File: src/rtl/mem_access_stage_pkg.sv
// Shared definitions for the memory-access pipeline stage.
// Optional feature macro used by the stage: MEM_TIMEOUT_EN (bus access watchdog).
package mem_access_stage_pkg;

  // Access state: IDLE accepts from EX, BUSY owns the data bus
  typedef enum logic {
    IDLE = 1'b0,
    BUSY = 1'b1
  } state_t;

  localparam logic [31:0] MEM_BASE_DEFAULT = 32'd1024;
  localparam int          REG_W            = 4;

  // One write-back result, either ready to emit or parked for one cycle
  typedef struct packed {
    logic             valid;
    logic             en;
    logic             err;
    logic [REG_W-1:0] dest;
    logic [31:0]      data;
  } wb_result_t;

  // Address must lie at or above the base, be word aligned and index inside the bus window
  function automatic logic addr_legal(input logic [31:0] addr,
                                      input logic [31:0] base,
                                      input int          aw);
    logic [31:0] offset;
    offset = addr - base;
    return (addr >= base) && (addr[1:0] == 2'b00) && ((offset >> (aw + 2)) == 32'd0);
  endfunction

endpackage

File: src/rtl/access_watchdog.sv
// Bus access watchdog: counts BUSY cycles without busReady and flags expiry.
// Only instantiated by mem_access_stage when MEM_TIMEOUT_EN is defined.
module access_watchdog #(
  parameter int LIMIT = 64
) (
  input  logic clk,
  input  logic rst,
  input  logic busy,
  input  logic ready,
  input  logic start,
  output logic expired
);

  localparam int CNT_W = (LIMIT > 1) ? $clog2(LIMIT) : 1;

  logic [CNT_W-1:0] count;

  // Expiry happens in the LIMIT-th waiting cycle so the stage leaves BUSY after exactly LIMIT cycles
  assign expired = busy && !ready && (count == CNT_W'(LIMIT - 1));

  // Restart on every new access (including back-to-back ones) and count only waiting cycles
  always_ff @(posedge clk or negedge rst) begin
    if (!rst) begin
      count <= '0;
    end else if (start || !busy) begin
      count <= '0;
    end else if (!ready && !expired) begin
      count <= count + CNT_W'(1);
    end
  end

endmodule

File: src/rtl/mem_access_stage.sv
// EX/MEM register plus data-memory access over a req/ready bus, feeding write-back.
// Optional feature: define MEM_TIMEOUT_EN to abort bus accesses after TIMEOUT_CYCLES busy cycles.
module mem_access_stage
  import mem_access_stage_pkg::*;
#(
  parameter logic [31:0] MEM_BASE       = MEM_BASE_DEFAULT,
  parameter int          ADDR_W         = 8,
  parameter int          TIMEOUT_CYCLES = 64
) (
  input  logic              clk,
  input  logic              rst,
  input  logic              exValid,
  input  logic              memRead,
  input  logic              memWrite,
  input  logic              wbEnIn,
  input  logic [REG_W-1:0]  destIn,
  input  logic [31:0]       aluResult,
  input  logic [31:0]       storeVal,
  output logic              stall,
  output logic              busReq,
  output logic              busWe,
  output logic [ADDR_W-1:0] busAddr,
  output logic [31:0]       busWdata,
  input  logic [31:0]       busRdata,
  input  logic              busReady,
  output logic              wbValid,
  output logic              wbEn,
  output logic [REG_W-1:0]  wbDest,
  output logic [31:0]       wbData,
  output logic              memError
);

  state_t             state;
  logic               pend_load;
  logic               pend_wben;
  logic [REG_W-1:0]   pend_dest;
  logic [31:0]        pend_alu;
  wb_result_t         skid;
  wb_result_t         imm_res;
  wb_result_t         cpl_res;
  wb_result_t         emit;
  wb_result_t         skid_next;
  logic               accept;
  logic               is_mem;
  logic               legal;
  logic               new_access;
  logic               done;
  logic               expire;
  logic               busy;
  logic [ADDR_W-1:0]  word_addr;

  assign busy       = (state == BUSY);
  assign stall      = busy && !busReady;
  assign accept     = exValid && !stall;
  assign is_mem     = memRead | memWrite;
  assign legal      = addr_legal(aluResult, MEM_BASE, ADDR_W);
  assign new_access = accept && is_mem && legal;
  assign done       = busy && (busReady || expire);
  assign word_addr  = ADDR_W'((aluResult - MEM_BASE) >> 2);

`ifdef MEM_TIMEOUT_EN
  access_watchdog #(
    .LIMIT(TIMEOUT_CYCLES)
  ) u_watchdog (
    .clk    (clk),
    .rst    (rst),
    .busy   (busy),
    .ready  (busReady),
    .start  (new_access),
    .expired(expire)
  );
`else
  logic unused_timeout_cfg;
  assign expire             = 1'b0;
  assign unused_timeout_cfg = (TIMEOUT_CYCLES != 0);
`endif

  // Build the immediate and completion results and pick which one goes to WB this edge.
  // A completion and an instruction accepted on the same edge would collide, so the newer
  // one is parked in a one-entry skid and emitted on the following edge.
  always_comb begin
    imm_res       = '0;
    imm_res.valid = accept && !(is_mem && legal);
    imm_res.en    = !is_mem && wbEnIn;
    imm_res.err   = is_mem;
    imm_res.dest  = destIn;
    imm_res.data  = aluResult;

    cpl_res       = '0;
    cpl_res.valid = done;
    cpl_res.en    = busReady && pend_load && pend_wben;
    cpl_res.err   = !busReady;
    cpl_res.dest  = pend_dest;
    cpl_res.data  = (busReady && pend_load) ? busRdata : pend_alu;

    emit      = skid.valid ? skid : cpl_res;
    skid_next = '0;
    if (emit.valid) begin
      skid_next = imm_res;
    end else begin
      emit = imm_res;
    end
  end

  // Access state machine with registered bus and write-back outputs
  always_ff @(posedge clk or negedge rst) begin
    if (!rst) begin
      state     <= IDLE;
      busReq    <= 1'b0;
      busWe     <= 1'b0;
      busAddr   <= '0;
      busWdata  <= '0;
      pend_load <= 1'b0;
      pend_wben <= 1'b0;
      pend_dest <= '0;
      pend_alu  <= '0;
      skid      <= '0;
      wbValid   <= 1'b0;
      wbEn      <= 1'b0;
      wbDest    <= '0;
      wbData    <= '0;
      memError  <= 1'b0;
    end else begin
      case (state)
        IDLE: begin
          if (new_access) begin
            state <= BUSY;
          end
        end
        BUSY: begin
          if (done && !new_access) begin
            state  <= IDLE;
            busReq <= 1'b0;
            busWe  <= 1'b0;
          end
        end
        default: state <= IDLE;
      endcase

      if (new_access) begin
        busReq    <= 1'b1;
        busWe     <= memWrite;
        busAddr   <= word_addr;
        busWdata  <= storeVal;
        pend_load <= memRead;
        pend_wben <= wbEnIn;
        pend_dest <= destIn;
        pend_alu  <= aluResult;
      end

      skid     <= skid_next;
      wbValid  <= emit.valid;
      wbEn     <= emit.valid && emit.en;
      memError <= emit.valid && emit.err;
      if (emit.valid) begin
        wbDest <= emit.dest;
        wbData <= emit.data;
      end
    end
  end

endmodule

File: config.mk
export PLATFORM = sky130hd
export DESIGN_NAME = mem_access_stage
export DESIGN_NICKNAME = d
export VERILOG_FILES = /design/src/rtl/mem_access_stage_pkg.sv /design/src/rtl/access_watchdog.sv /design/src/rtl/mem_access_stage.sv
export SDC_FILE = /design/constraint.sdc
export NUM_CORES = 1
export LEC_CHECK = 0
export BUFFER_PORTS_ARGS = -buffer_cell sky130_fd_sc_hd__buf_2
export CORE_UTILIZATION = 53
export DETAILED_ROUTE_END_ITERATION = 6
export PLACE_DENSITY = 0.81
export SLEW_MARGIN = 20
export SYNTH_ARGS = -nofsm -noshare
export SYNTH_HDL_FRONTEND = slang
export SYNTH_SLANG_ARGS = --single-unit
File: constraint.sdc
create_clock -name clk -period 2.15 [get_ports clk]
set_clock_uncertainty 0.05 [all_clocks]
set_input_delay 0.3225 -clock clk [delete_from_list [all_inputs] [get_ports clk]]
set_output_delay 0.3225 -clock clk [all_outputs]
set_load 0.005 [all_outputs]
# After elaboration in Yosys (flattened, before gate mapping)
# Cells that the tools add are included.
totals:
  regBits: 159
  inputBits: 107
  out_inout_bits: 82
  elab_cells: 59
op_classes:
  addsub: 1
  magnitude_cmp: 1
  n_mux: 11
  bitwise_logic: 2
  reduce_logical: 25
op_table:
  columns: ["operator", "count"]
  rows:
  - ["$mux 39", 3]
  - ["$ge 32x11->1 const B", 1]
  - ["$logic_not 32->1", 1]
  - ["$mux 32", 1]
  - ["$sub 32x11->32 const B", 1]
  - ["$logic_and 1x1->1", 15]
  - ["$mux 1", 6]
  - ["$logic_not 1->1", 5]
  - ["$reduce_bool 2->1", 2]
  - ["$logic_not 2->1", 1]
  - ["$pmux 1 s2", 1]
  - ["$reduce_and 2->1", 1]
  - ["$not 1->1", 1]
  - ["$or 1x1->1", 1]

# Logic depth before layout (Yosys ltp)
# Gate-level depths: netlist of run 1.
depth:
  depth_word: 11
  ltp_mapped: 9
  mapped_depth_nobuf: 6

# Worst setup path after synthesis of run 1
# Ideal clock, no wire load.
synth_path:
  path_kind: "in2reg"
  startpoint: "input aluResult[18]"
  endpoint: "register busAddr[0]"
  arrival_time_ns: 2.967
  slack_ns: -0.995
  path_stages: 8
  cell_sequence: "or4_1 > nor4b_4 > mux2i_1 > or4_1 > clkbuf_1 > nor3_4 > buf_2 > mux2_1"
synth_between:
  elab_chain_cells: 4
synth_rtl:
  columns: ["item", "line_no", "text"]
  rows:
  - ["from (decl)", "mem_access_stage.sv:17", "input logic [31:0] aluResult,"]
  - ["$sub 32x11->32 / $ge 32x11->1 (equally long branches)", null, null]
  - ["$logic_not 32->1 / $logic_and 1x1->1 (equally long branches)", "mem_access_stage_pkg.sv:29", "return (addr >= base) && (addr[1:0] == 2'b00) && ((offset >> (aw + 2)) == 32'd0);"]
  - ["$logic_and 1x1->1 (*)", "mem_access_stage_pkg.sv:29", null]
  - ["$logic_and 1x1->1 (*)", "mem_access_stage.sv:57", "assign new_access = accept && is_mem && legal;"]
  - ["to (signal assigned)", "mem_access_stage.sv:143", "busAddr <= word_addr;"]
  - ["to (decl)", "mem_access_stage.sv:22", "output logic [ADDR_W-1:0] busAddr,"]
# Mark *: on every way between the ends. The rest lies on a longest branch, timed or not.
# A chain may end at the register's enable or synchronous reset.

# Final worst setup path of run 1
layout_path:
  startpoint: "input aluResult[18]"
  endpoint: "register busAddr[5]"
# Same word-level chain as after synthesis.

==> flow_metrics.env, run 1 <==
export IMPL_status="finished, violations left"
export IMPL_violations="DRC, setup timing"
export IMPL_hold_ws_ns=0.0626
export IMPL_overflow=0
export IMPL_viasPerCell=6.19
export IMPL_setup_slack_ns=-0.569
export IMPL_synth_area_um2=6890
export IMPL_crit_arrival_ns=2.98
export IMPL_fp_coreArea_um2=12600
export IMPL_cts_buffer_depth=2
export IMPL_routed_wl_met3_mm=2.62
export IMPL_ys_warn_count=0
export IMPL_initial_core_util_pct=54.6
export IMPL_crit_type="in -> reg"
export IMPL_insertion_delay_ns=0.43
export IMPL_worst_pin_slew_ns=1.16
export IMPL_powerDensity_nw_per_um2=658
export IMPL_switching_share_pct=24.1
export IMPL_met1_length_mm=8.91
export IMPL_synth_adder_area_share_pct=0
export IMPL_grt_pass1_wl_mm=36.0
export IMPL_worstSetupEndpointType="flip-flop"
export IMPL_numCtsBuffers=17
export IMPL_drt_wl_total_mm=24.7
export IMPL_final_common_cell="buf_2"
export IMPL_nNetsFinal=1032
export IMPL_cts_sinks=151
export IMPL_ir_drop_mv=0.625
export IMPL_vias=6860
export IMPL_synth_distinct_cells=41
export IMPL_dieArea_um2=13500
export IMPL_htree_levels=4
export IMPL_gp_congestion=0.934
export IMPL_period_share_pct=126
export IMPL_max_slew_margin_rel_pct=22.5
export IMPL_drc_errors=6
export IMPL_combPwrFrac_pct=10.0
export IMPL_num_antenna_cells=0
export IMPL_setup_viol=113
export IMPL_worstHoldPathType="in -> reg"
export IMPL_drt_iter0_markers=705
export IMPL_yosysSeqAreaShare_pct=54.9
export IMPL_p_sw_mw=1.57
export IMPL_tritoncts="built"
export IMPL_first_global_vias=6760
export IMPL_syn_inst=687
export IMPL_crit_fanout=6
export IMPL_synth_fp_nets=794
export IMPL_rows=41
export IMPL_io_buffers=188
export IMPL_crit_path_start_kind="input pin"
export IMPL_fp_dieH_um=116
export IMPL_ys_top_cells_by_area="dfrtp_1, mux2_1, nand2_1"
export IMPL_p_leak_nw=4.84
export IMPL_yosys_area_top_type="dfrtp_1"
export IMPL_drv_slew=0
export IMPL_die_x_um=116
export IMPL_finalHoldViolations=0
export IMPL_seqPwrFrac_pct=45.5
export IMPL_avgSynthCellArea_um2=10.0
export IMPL_io_pins=189
export IMPL_synth_simple_area_share_pct=22.1
export IMPL_grt_max_degree=63
export IMPL_p_clk_share_pct=44.5
export IMPL_muxShareOfSynthArea_pct=7.96
export IMPL_synth_top_cell_area_share_pct=54.9
export IMPL_intPower_mw=4.93
export IMPL_synth_xor_xnor_area_share_pct=0.254
export IMPL_ys_ff_latch=151
export IMPL_layout_drive_gt1_share_pct=42.9
export IMPL_synth_top_family_by_area="simple AND/OR/NAND/NOR gates"
export IMPL_areaGrowthSynthToFinish_pct=43.5
export IMPL_dp_hpwl_mm=13.0
export IMPL_post_place_ws_ns=-1.12
export IMPL_rsz0062_at_grt="yes"
export IMPL_post_route_min_period_ns=2.72
export IMPL_detail_route_antenna_nets=0
export IMPL_maxUsedRoutingLayer="met4"
export IMPL_layout_common_cells="buf_2, dfrtp_1, nand2_1, nor2b_1, buf_4"
export IMPL_routedWlPerCell_um=22.3
export IMPL_root_buffer="clkbuf_16"
export IMPL_worstPathRequired_ns=2.41
export IMPL_synth_compound_area_share_pct=9.34
export IMPL_cap_violations=0
export IMPL_grt_antenna_before_repair=0
export IMPL_wl_met2_mm=11.7
export IMPL_clk_pin_slew_worst_paths_ns=0.06
export IMPL_firstDrtPassIters=7
export IMPL_fmax_mhz=368
export IMPL_grt_usage_pct=36.3
[area by class of cell]
| cell class | count | area (µm²) |
|---|---|---|
| clock buffer | 20 | 457 |
| clock inverter | 10 | 105 |
| timing repair buffer | 275 | 1890 |
| inverter | 35 | 131 |
| tap | 172 | 215 |
| fill | 725 | 2740 |
| multi-input combinational | 445 | 3300 |
| sequential | 151 | 3780 |
[critical path: stages]
cell,delay [ns]
buf_6,0.09
or4_4,0.56
nor4b_4,0.33
buf_4,0.19
buf_6,0.10
nand4b_1,0.12
a311o_1,0.36
nor3_4,0.18
buf_6,0.20
buf_12,0.15
mux2_2,0.36
[cells in the mapped netlist]
| master | instances |
|---|---|
| buf_2 | 5 |
| nand2_1 | 128 |
| xor2_1 | 1 |
| nand4b_1 | 2 |
| nand4_1 | 1 |
| nor2b_1 | 58 |
| and3_1 | 1 |
| nor4b_4 | 1 |
| mux2_1 | 46 |
| a2111oi_0 | 5 |
| a32oi_1 | 31 |
| nor4_1 | 17 |
| and2_1 | 1 |
| o41ai_1 | 1 |
| o21ai_0 | 32 |
| a221oi_1 | 1 |
| nor4b_1 | 2 |
| a21oi_1 | 12 |
| clkbuf_1 | 42 |
| o31a_1 | 1 |
| nor2_1 | 11 |
| nor3_4 | 1 |
| clkbuf_2 | 1 |
| nand3_1 | 34 |
| nand2b_1 | 7 |
| nor3_1 | 17 |
| and4b_1 | 1 |
| mux2i_1 | 3 |
| a31oi_1 | 2 |
| a21o_1 | 2 |
| or3_1 | 10 |
| o221ai_1 | 4 |
| dfrtp_1 | 151 |
| inv_1 | 35 |
| buf_4 | 8 |
| xnor2_1 | 1 |
| or2_2 | 4 |
| or4_1 | 4 |
| nor3b_1 | 1 |
| a311o_1 | 1 |
| a22o_1 | 1 |
[worst paths after layout]
check | cells past startpoint | startpoint | to | slack [ns]
max | 11 | aluResult[18] | busAddr[5] | -0.57
min | 2 | storeVal[29] | busWdata[29] | 0.06
max reg2reg | 6 | busy | wbData[2] | -0.17
min reg2reg | 1 | busWdata[22] | busWdata[22] | 0.43
max in group asynchronous | 3 | rst | skid[32] | 0.98
min in group asynchronous | 2 | rst | wbData[30] | 0.39
[what timing repair did]
| action | 4_1_cts | 5_1_grt |
|---|---|---|
| pin swaps | 49 | 16 |
| hold buffers | 1 | 0 |
| gates cloned | 5 | 2 |
| endpoints found under the setup margin | 112 | 112 |
| buffers inserted | 18 | 6 |
| gates resized for setup | 132 | 41 |
| endpoints found under the hold margin | 53 | 0 |
[power groups by stage]
stage	registers, mW	logic, mW	clock network, mW
2_1_floorplan	3.00	0.146	0
3_3_place_gp	3.00	0.503	0
3_5_place_dp	3.00	0.513	0
4_1_cts	2.95	0.597	2.89
5_1_grt	2.96	0.694	3.04
6_report	2.96	0.649	2.89
[cells by family (layout without fill, tap and decap cells)]
kind of cell	count (synthesis)	count (layout)
AO/OA/AOI/OAI	93	93
flip-flops	151	151
buffers and inverters	91	340
AND/OR/NAND/NOR	301	301
XOR/XNOR	2	2
multiplexers	49	49
[metal layers]
metal	global-route usage (%)	vias to the layer above
met3	9.31	152
li1	-	2841
met1	45.9	3305
met4	19.7	0
met2	57.4	562
met5	0	-
[sequential cells by signal, summed over array words and instances (netlist names), 4 cells and up]
register / count
pend_alu: 25
pend_dest: 4
busAddr: 7
busWdata: 32
wbDest: 4
skid: 39
wbData: 32
[metrics by stage]
step                      cells  TNS, ns  instance area [µm²]  total power, mW  util, %
after floorplan             687   -81.62                 6910             3.14        -
after global placement     1053   -89.50                 8360             3.50     66.2
after detailed placement   1053   -98.69                 8360             3.51     66.2
after CTS                  1106   -34.44                 9650             6.44     76.5
after global routing       1108   -55.95                 9880             6.69     78.3
final                      1108   -53.27                 9880             6.50     78.3
Power figures use the tool's default switching activity.
==> inputs of run 2 (changes only) <==
Settings changed: CORE_ASPECT_RATIO set to 0.5, SYNTH_HIERARCHICAL set to 1.
==> run 2 against run 1 <==
Core utilization up 2.9 points. Flip-flop and latch count unchanged. Total power up 4.2%. The run ends with setup timing left. Highest routed layer unchanged.
==> flow_metrics.env, run 2 <==
export IMPL_status="finished, violations left"
export IMPL_violations="setup timing"
export IMPL_ys_warn_count=6
export IMPL_initial_core_util_pct=56.3
export IMPL_post_route_min_period_ns=2.69
export IMPL_max_slew_margin_rel_pct=27.0
export IMPL_synthTopCellsByCount="dfrtp_1, nand2_1, nor2b_1"
export IMPL_placed_area_um2=8420
export IMPL_gp_congestion=0.920
export IMPL_powerDensity_nw_per_um2=682
export IMPL_viasPerCell=5.91
export IMPL_die_x_um=163
export IMPL_dp_hpwl_mm=12.6
export IMPL_drv_slew=0
export IMPL_vias=6474
export IMPL_synth_enable_flop_cells=0
export IMPL_rsz0062_at_grt="yes"
export IMPL_post_place_ws_ns=-1.07
export IMPL_routedWlPerCell_um=20.7
export IMPL_reg_top3="skid: 39 flops, busWdata: 32 flops, wbData: 32 flops"
export IMPL_largest_reg_flops=39
export IMPL_grt_antenna_before_repair=0
export IMPL_cap_violations=0
export IMPL_synth_top_cell_area_share_pct=54.9
export IMPL_ys_top_cells_by_area="dfrtp_1, mux2_1, nand2_1"
export IMPL_nFillCells=674
export IMPL_tritoncts="built"
export IMPL_areaGrowthSynthToFinish_pct=44.1
export IMPL_detail_route_antenna_nets=0
export IMPL_setup_viol=112
export IMPL_drc_errors=0
export IMPL_async_flop_share_pct=100
export IMPL_busiest_layer="met2"
export IMPL_yosysSeqAreaShare_pct=54.9
export IMPL_fp_dieH_um=82.6
export IMPL_grt_usage_pct=32.3
export IMPL_gr_usage_met3_pct=7.99
export IMPL_ir_drop_mv=0.411
export IMPL_grt_pass1_wl_mm=32.6
export IMPL_nNetsFinal=1024
export IMPL_cts_sinks=151
export IMPL_num_antenna_cells=0
export IMPL_period_share_pct=125
export IMPL_worstSetupEndpointType="flip-flop"
export IMPL_yosys_area_top_type="dfrtp_1"
export IMPL_layout_common_cells="buf_2, dfrtp_1, nand2_1, nor2b_1, buf_4"
export IMPL_crit_path_start_kind="input pin"
export IMPL_tns_ns=-43.55
export IMPL_synth_distinct_cells=41
export IMPL_crit_type="in -> reg"
export IMPL_use_met1_pct=38.6
export IMPL_crit_arrival_ns=2.95
export IMPL_dieArea_um2=13500
export IMPL_design_area_um2=9920
export IMPL_htree_levels=4
export IMPL_final_common_cell="buf_2"
export IMPL_setup_slack_ns=-0.544
export IMPL_ys_dominant_reg_cell="dfrtp_1"
export IMPL_first_global_vias=6440
export IMPL_fin_cells=1095
export IMPL_root_buffer="clkbuf_16"
export IMPL_avgSynthCellArea_um2=10.0
export IMPL_insertion_delay_ns=0.42
export IMPL_worstHoldPathType="in -> reg"
export IMPL_synth_area_um2=6890
export IMPL_p_leak_nw=4.79
export IMPL_synth_fp_nets=794
export IMPL_finalHoldViolations=0
export IMPL_clk_pin_slew_worst_paths_ns=0.07
export IMPL_drt_wl_total_mm=22.6
export IMPL_syn_inst=687
export IMPL_drt_iter0_markers=684
export IMPL_cts_buffer_depth=2
export IMPL_ys_ff_latch=151
export IMPL_worst_pin_slew_ns=1.10
export IMPL_layout_drive_gt1_share_pct=43.1
export IMPL_io_buffers=188
export IMPL_fmax_mhz=371
export IMPL_firstDrtPassIters=5
export IMPL_regMostFlops="skid"
export IMPL_yosysMostFrequentCell="dfrtp_1"
export IMPL_grt_util_met2_pct=55.0
export IMPL_worstPathRequired_ns=2.41
export IMPL_io_pins=189
export IMPL_rows=28
export IMPL_dp_cells=1049
export IMPL_overflow=0
export IMPL_crit_fanout=14
export IMPL_fp_coreArea_um2=12200
export IMPL_grt_max_degree=52
export IMPL_numCtsBuffers=17
## run 2: layout make-up
cell class              instances  area [µm²]  area share (%)
inverters                      35         131            1.32
repair buffers                267        1820            18.3
well taps                     165         206            2.08
flip-flops and latches        151        3780            38.1
clock inverters                14         196            1.98
clock buffers                  18         429            4.33
multi-input cells             445        3360            33.9
## run 2: kinds of logic (layout without fill, tap and decap cells)
| logic type | count (synthesis) | count (layout) | synth area share (%) |
|---|---|---|---|
| AO/OA/AOI/OAI | 93 | 93 | 9.34 |
| XOR/XNOR | 2 | 2 | 0.254 |
| buffers and inverters | 91 | 334 | 5.51 |
| flip-flops | 151 | 151 | 54.9 |
| multiplexers | 49 | 49 | 7.96 |
| AND/OR/NAND/NOR | 301 | 301 | 22.1 |
## run 2: power breakdown
group | switching, mW | internal (mW)
Combinational | 0.339 | 0.272
Sequential | 0.0539 | 2.90
Clock | 1.25 | 1.96
Total | 1.64 | 5.13
## run 2: worst paths after layout
kind | startpoint | end | slack (ns) | depth (start not counted)
max | aluResult[24] | busWdata[4] | -0.54 | 10
min | storeVal[20] | busWdata[20] | 0.07 | 2
max reg2reg | busy | wbData[29] | 0.06 | 6
min reg2reg | busReq | busReq | 0.42 | 1
max in group asynchronous | rst | skid[25] | 1.02 | 3
min in group asynchronous | rst | wbData[3] | 0.37 | 2
## run 2: per-stage QoR
step	hold slack [ns]	power, mW	util (%)
6_report	0.0710	6.77	81.1
5_1_grt	0.0661	6.96	81.1
4_1_cts	0.0640	6.70	77.7
3_5_place_dp	0.256	3.50	68.8
3_3_place_gp	0.256	3.49	68.8
2_1_floorplan	-0.0231	3.14	-
## run 2: per-layer routing
layer  routed length (µm)  vias to the layer above
li1                     -                     2830
met1                 8860                     3166
met2                11100                      403
met3                 2030                       75
met4                  691                        0
met5                    0                        -
## run 2: what timing repair did
item,CTS,global route
resized for setup,85,90
setup buffers,11,3
setup endpoints to repair,112,112
endpoints found under the hold margin,48,0
pin swaps,27,7
hold buffers,1,0
gates cloned,4,1
## run 2: critical path, cell delays in order
cell     delay, ns
buf_2         0.12
or4_4         0.54
o41ai_2       0.24
buf_4         0.18
nand3_1       0.08
or4_4         0.58
nor3_4        0.21
buf_6         0.16
buf_12        0.17
mux2_1        0.34
